===== config.mk =====
export PLATFORM = sky130hd
export DESIGN_NAME = stream_mux_rr
export DESIGN_NICKNAME = d
export VERILOG_FILES = /design/src/rtl/stream_mux_pkg.sv /design/src/rtl/rr_arbiter.sv /design/src/rtl/stream_mux_rr.sv
export SDC_FILE = /design/constraint.sdc
export NUM_CORES = 1
export LEC_CHECK = 0
export ABC_AREA = 1
export CAP_MARGIN = 25
export CORE_ASPECT_RATIO = 0.5
export CORE_MARGIN = 8
export CORE_UTILIZATION = 40
export DETAILED_ROUTE_END_ITERATION = 7
export GPL_TIMING_DRIVEN = 0
export PLACE_DENSITY = 0.76
export RECOVER_POWER = 25
export SLEW_MARGIN = 10
export SYNTH_ARGS = -nofsm -noshare
export SYNTH_HDL_FRONTEND = slang
export SYNTH_SLANG_ARGS = --single-unit

===== constraint.sdc =====
create_clock -name clk -period 6.5 [get_ports clk]
set_input_delay 1.3 -clock clk [delete_from_list [all_inputs] [get_ports clk]]
set_output_delay 1.3 -clock clk [all_outputs]
set_load 0.05 [all_outputs]

===== src/rtl/stream_mux_pkg.sv =====
// Shared constants and helpers for the stream_mux_rr family.
// Latency: none (declarations only).
// Backpressure: not applicable.
package stream_mux_pkg;

    localparam logic MODE_MANUAL = 1'b0;
    localparam logic MODE_RR     = 1'b1;
    localparam int   MAX_N       = 16;

    // A one-hot input needs no priority: OR-ing the set positions yields the index.
    function automatic int onehot_to_idx(input logic [MAX_N-1:0] oh);
        int idx;
        idx = 0;
        for (int i = 0; i < MAX_N; i++) begin
            if (oh[i]) idx = idx | i;
        end
        return idx;
    endfunction

endpackage


===== src/rtl/rr_arbiter.sv =====
// Round-robin arbiter: request vector plus start pointer -> one-hot grant and index.
// Latency: purely combinational; the pointer register lives in the parent.
// Backpressure: none, the parent gates the grant with its accept condition.
module rr_arbiter
    import stream_mux_pkg::*;
#(
    parameter int N  = 4,
    parameter int SW = $clog2(N)
) (
    input  logic [N-1:0]  req,
    input  logic [SW-1:0] ptr,
    output logic [N-1:0]  grant,
    output logic [SW-1:0] idx
);

    logic [SW-1:0]    cand;
    logic             found;
    logic [MAX_N-1:0] grant_pad;

    always_comb begin
        grant = '0;
        found = 1'b0;
        cand  = '0;
        for (int k = 0; k < N; k++) begin
            cand = SW'((int'(ptr) + k) % N);
            if (!found && req[cand]) begin
                grant[cand] = 1'b1;
                found       = 1'b1;
            end
        end
    end

    always_comb begin
        grant_pad        = '0;
        grant_pad[N-1:0] = grant;
    end

    assign idx = SW'(onehot_to_idx(grant_pad));

endmodule


===== src/rtl/stream_mux_rr.sv =====
// N-to-1 valid/ready stream mux, manual or round-robin select; STREAM_MUX_LOCK_EN adds packet lock.
// Latency: 1 cycle from input transfer to registered output beat.
// Backpressure: single output register; all in_ready drop while a beat is held with out_ready low.
module stream_mux_rr
    import stream_mux_pkg::*;
#(
    parameter int N  = 4,
    parameter int W  = 8,
    parameter int SW = $clog2(N)
) (
    input  logic            clk,
    input  logic            rst,
    input  logic            mode,
    input  logic [SW-1:0]   sel,
    input  logic [N-1:0]    in_valid,
    input  logic [N*W-1:0]  in_data,
    input  logic [N-1:0]    in_last,
    output logic [N-1:0]    in_ready,
    output logic            out_valid,
    output logic [W-1:0]    out_data,
    output logic [SW-1:0]   out_chan,
    output logic            out_last,
    input  logic            out_ready
);

    logic          accept;
    logic          xfer;
    logic          ptr_adv;
    logic          mux_last;
    logic [N-1:0]  rr_grant;
    logic [N-1:0]  man_grant;
    logic [N-1:0]  grant;
    logic [SW-1:0] rr_ptr;
    logic [SW-1:0] rr_idx;
    logic [SW-1:0] gidx;
    logic [SW-1:0] nxt_ptr;
    logic [W-1:0]  mux_data;

    rr_arbiter #(.N(N), .SW(SW)) u_arb (
        .req   (in_valid),
        .ptr   (rr_ptr),
        .grant (rr_grant),
        .idx   (rr_idx)
    );

    // Out-of-range select values (possible when N is not a power of two) grant nothing.
    always_comb begin
        man_grant = '0;
        if (int'(sel) < N) man_grant[sel] = in_valid[sel];
    end

`ifdef STREAM_MUX_LOCK_EN
    logic          lock;
    logic [SW-1:0] lock_chan;

    always_comb begin
        grant = '0;
        gidx  = '0;
        if (lock) begin
            grant[lock_chan] = in_valid[lock_chan];
            gidx             = lock_chan;
        end else if (mode == MODE_RR) begin
            grant = rr_grant;
            gidx  = rr_idx;
        end else begin
            grant = man_grant;
            gidx  = sel;
        end
    end

    assign mux_last = |(grant & in_last);
    assign ptr_adv  = xfer && (mode == MODE_RR) && mux_last;

    always_ff @(posedge clk or posedge rst) begin
        if (rst) begin
            lock      <= 1'b0;
            lock_chan <= '0;
        end else if (xfer) begin
            lock      <= !mux_last;
            lock_chan <= gidx;
        end
    end
`else
    logic unused_in_last;

    always_comb begin
        grant = '0;
        gidx  = '0;
        if (mode == MODE_RR) begin
            grant = rr_grant;
            gidx  = rr_idx;
        end else begin
            grant = man_grant;
            gidx  = sel;
        end
    end

    assign unused_in_last = |in_last;
    assign mux_last       = 1'b0;
    assign ptr_adv        = xfer && (mode == MODE_RR);
`endif

    always_comb begin
        mux_data = '0;
        for (int i = 0; i < N; i++) begin
            if (grant[i]) mux_data = mux_data | in_data[i*W +: W];
        end
    end

    assign accept   = !out_valid || out_ready;
    assign xfer     = accept && (|grant);
    assign in_ready = (accept && !rst) ? grant : '0;
    assign nxt_ptr  = (gidx == SW'(N-1)) ? '0 : gidx + SW'(1);

    always_ff @(posedge clk or posedge rst) begin
        if (rst) begin
            out_valid <= 1'b0;
            out_data  <= '0;
            out_chan  <= '0;
            out_last  <= 1'b0;
            rr_ptr    <= '0;
        end else begin
            if (xfer) begin
                out_valid <= 1'b1;
                out_data  <= mux_data;
                out_chan  <= gidx;
                out_last  <= mux_last;
            end else if (out_ready) begin
                out_valid <= 1'b0;
            end
            if (ptr_adv) rr_ptr <= nxt_ptr;
        end
    end

endmodule

---- Word level (Yosys, flattened, before mapping) ----
Index checks and enable logic that the tools add are counted.
word-level totals
  register bits ........................... 13
  logic and storage cells ................. 85
  input bits .............................. 46
operators by class
  mux-type cells .......................... 40
  reduce and logical (&&, ||, !) cells .... 19
  bitwise operators ....................... 7
  eq/ne operators ......................... 1
  $add $sub $neg .......................... 4
  $lt $le $gt $ge ......................... 10
operators with widths
  cell                 count
  $mux 8               4
  $mux 4               6
  $or 8x8->8           3
  $mux 1               16
  $lt 2x3->1 const B   5
  $or 4x4->4           3
  $logic_and 1x1->1    11
  $bmux 1 s2           5
  $demux 1 s2          5
  $ge 2x1->1 const B   5
  $mux 2               4
  $logic_not 1->1      5
  $add 2x1->2 const B  2
  $add 2x2->2 const B  2
  $and 4x4->4          1
  $reduce_or 4->1      1
  $eq 2x2->1 const B   1
  $reduce_bool 2->1    1
  $logic_or 1x1->1     1

---- Longest topological paths before layout ----
  depth after elaboration ................. 20
  gate-level depth with buffers ........... 18

---- Modules after synthesis ----
A second synthesis with hierarchy kept.
unflattened totals
  cells, all modules ...................... 211
  area, all modules ....................... 1,331.3 µm²
by module, submodules not included
  module         area each (µm²)  sequential area each (µm²)  times used  cells each
  stream_mux_rr  870.8            325.3                       1           133
  rr_arbiter     460.4            0.0                         1           78

---- Least setup slack after synthesis ----
OpenSTA, ideal clock, no wires.
  path kind ............................... in2out
  start ................................... in in_valid[3]
  end ..................................... out in_ready[1]
  stages .................................. 9
  arrival time ............................ 2.804 ns
  path slack .............................. 2.396 ns
  data required time ...................... 5.200 ns
  path through ............................ nand2_1 nand3_4 nand2_4 nand2_4 nor2_4 nand2_1 nand3_2 nand2_2 a21oi_1
on the way
  longest elaborated chain between the ends .. 14
ends and longest elaborated chain
  what                          line                  RTL
  start, declared               stream_mux_rr.sv:15   input logic [N-1:0] in_valid,
  $bmux 1 s2                    rr_arbiter.sv:26      if (!found && req[cand]) begin
  $mux 1 (implied by the code)  rr_arbiter.sv:26
  $mux 1                        rr_arbiter.sv:26
  $logic_not 1->1               rr_arbiter.sv:26
  $logic_and 1x1->1             rr_arbiter.sv:26
  $mux 1                        rr_arbiter.sv:26
  $logic_not 1->1               rr_arbiter.sv:26
  $logic_and 1x1->1             rr_arbiter.sv:26
  $mux 1                        rr_arbiter.sv:26
  $logic_not 1->1               rr_arbiter.sv:26
  $logic_and 1x1->1             rr_arbiter.sv:26
  $mux 4                        rr_arbiter.sv:26
  $mux 4 *                      stream_mux_rr.sv:89   if (mode == MODE_RR) begin
  $mux 4 *                      stream_mux_rr.sv:112  assign in_ready = (accept && !rst) ? grant : '0;
  end, declared                 stream_mux_rr.sv:18   output logic [N-1:0] in_ready,
Mark *: on every way between the ends. The rest lies on a longest branch, timed or not. The select of a mux whose other input is x is not followed.

---- Worst setup path in the final report ----
  start ................................... in in_valid[1]
  end ..................................... out in_ready[2]
The elaborated chain is that of the path after synthesis.

==> impl_metrics.py <==
metrics = {
    "cells_and_area": {
        "nFillCells": 312,
        "drive_gt1_share_pct": 15.88,
        "antenna_cells": 0,
        "stdcell_count": 328,
        "syn2layout_area_growth_pct": 45.75,
        "nets": 331,
        "fin_util_pct": 61.17,
        "finalInstanceArea_mm2": 0.002101,
    },
    "routing": {
        "vias": 1520,
        "routed_wl_mm": 4.133,
        "drc": 0,
        "drt_iter0_markers": 24,
        "wl_met2_mm": 2.247,
        "ant_nets": 0,
        "first_pass_iters": 4,
        "wl_met3_um": 183,
        "top_layer_used": "met4",
        "wl_met1_mm": 1.676,
        "avgViaCountPerCell": 4.634,
        "wl_per_cell_um": 12.60,
    },
    "synthesis": {
        "synth_edf_count": 0,
        "syn_area_per_cell_um2": 6.612,
        "ys_ff_latch": 13,
        "synth.distinct_cells": 25,
        "yosysSeqAreaShare_pct": 22.57,
        "synth_area_leaders": "nand2_1, dfrtp_1, nand3_1",
        "yosys_warnings": 0,
        "syn_nets": 271,
        "syn_area_mm2": 0.001441,
        "synth_top_area_share_pct": 22.66,
        "yosysMostFrequentCell": "nand2_1",
        "ys.flop_type": "dfrtp_1",
        "ys_async_sr_fraction_pct": 100.0,
        "synth.largest_area_cell": "nand2_1",
        "synth_common_cells": "nand2_1, inv_1, nand3_1",
        "syn_inst": 218,
    },
    "worst_hold_path": {
        "min_to": "out_chan[1]",
        "hold_start": "out_chan[1]",
        "min_path_cells": 2,
        "hp-class": "flip-flop to flip-flop",
    },
    "critical_path": {
        "cp_cell_sequence": "clkdlybuf4s50_1 > nand2_1 > nand3_4 > nand2_4 > nand2_4 > nor2_4 > nand2_1 > nand3_2 > nand2_2 > a21oi_1 > clkdlybuf4s50_1",
        "critPathLaunchType": "input pin",
        "r2r_cells": 17,
        "slowest_stage": "clkdlybuf4s50_1",
        "critical_path_class": "input pin to output port",
        "worstPathMaxFanout": 5,
        "arrival_ps": 3660,
        "required_ps": 5200,
        "critPathCaptureType": "output port",
        "r2r-end": "out_data[7]",
        "r2r_start": "rr_ptr[1]",
        "rrSetupSlack_ps": 3850,
        "slowest_delay_ps": 840,
        "critPathLaunch": "in_valid[1]",
    },
    "die": {
        "die_w_um": 100.9,
        "dieHeight_um": 58.45,
        "num_io_pins": 62,
        "start_util_pct": 41.97,
        "core-area_mm2": 0.003435,
        "num_rows": 15,
        "die_area_mm2": 0.005897,
    },
    "power_and_ir_drop": {
        "irDropWorstVdd_mv": 0.2715,
        "p_leak_nw": 1.034,
        "power.density_mw_per_mm2": 455.2,
    },
    "timing": {
        "clock.fmax_mhz": 201.8,
        "maxSlewViolCount": 0,
        "skew_ps": 4.568,
        "hold_viol_final": 0,
        "fin_setup_tns_ps": 0,
        "rsz0062_at_grt": "no",
        "min_period_over_period_pct": 76.25,
        "holdWs_ps": 485.2,
        "tightest_slew_ps": 536.9,
        "max_slew_margin_pct": 64.09,
        "final.min_clock_period_ps": 4956,
        "setup_violations": 0,
    },
    "clock_tree": {
        "cts-root-buf": "clkbuf_8",
        "ctsResizeCount": 0,
        "cts_tree": "yes",
        "post_cts.repair.setup_buffers": 0,
        "cts_buffers": 3,
        "clk_latency_ps": 250,
        "path_clk_slew_ps": 50,
        "ctsHoldBuffers": 0,
        "clockBufferDepth": 2,
        "h-tree-depth": 1,
        "cts.sinks": 13,
    },
    "grt": {
        "grt_usage_pct": 14.02,
        "antenna_found_initial": 0,
        "grt_max_degree": 15,
        "gr-total-overflow": 0,
        "grt_pass1_vias": 1500,
        "grt_pass1_wl_mm": 6.713,
    },
    "placed_design": {
        "dpl_cell_area_mm2": 0.002056,
        "dp.final_hpwl_mm": 3.496,
        "port_buffers": 55,
        "gp_congestion": 0.8620,
        "dp.cells": 324,
    },
    "flow_run": {
        "cap_violations": 0,
    },
    "run_status": {
        "status": "finished clean",
    },
}
## how the worst max path moves through the flow
stage	endpoint
global route	in_ready[1]
finish	in_ready[2]
global placement	in_ready[1]
CTS	in_ready[2]
floorplan	in_ready[1]
detailed placement	in_ready[2]
## placed cells by master (no fill, tap or decap), drive strengths merged, types with 4 or more instances in the layout
cell type / count
buf: 4
clkbuf: 4
clkdlybuf4s50: 54
dfrtp: 13
ha: 7
inv: 24
nand2: 108
nand3: 25
nand4: 12
nor2: 17
## flip-flops by register name (all words and copies together), names as in the netlist
signal	count
out_data	8
rr_ptr	2
out_valid	1
out_chan	2
## routing by layer
layer / GRT usage (%) / up-vias
met3: 4.230 / 4
met2: 28.62 / 25
met5: 0 / -
met1: 13.74 / 684
li1: - / 807
met4: 2.725 / 0
## worst max-delay path, delay by kind of cell
kind / cells / cell delay [ps]
compound gates: 1 / 170
buf+inv: 2 / 1320
simple gates: 8 / 870
## through the flow
| step | power (W) | worst slack, ps |
|---|---|---|
| finish | 0.0009563 | 1544 |
| global route | 0.001034 | 1436 |
| CTS | 0.0009651 | 1557 |
| detailed placement | 0.0008887 | 1556 |
| global placement | 0.0008750 | 1590 |
| floorplan | 0.0006967 | 2396 |
## power by group
group	leakage (nW)	internal [W]	switching (W)
combinational	0.852	0.000255	0.000476
sequential	0.160	0.000121	0.0000322
clock	0.0228	0.0000433	0.0000288
## logic make-up (layout without fill, tap and decap cells)
family	after synthesis	count (layout)	synth area share (%)
simple gates	162	162	58.25
flops	13	13	22.57
other cells	1	1	0.2602
fa+ha+maj	7	7	6.076
buf+inv	28	87	9.635
compound gates	7	7	3.212
## final cells by class
type / count / area (µm²) / area share, %
tap: 51 / 63.81 / 3.038
timing repair buffer: 55 / 550.5 / 26.21
multi-input combinational: 177 / 977.2 / 46.52
clock buffer: 4 / 45.04 / 2.144
buffer: 4 / 43.79 / 2.085
sequential: 13 / 325.3 / 15.49
inverter: 24 / 95.09 / 4.527
Power figures use the tool's default switching activity.
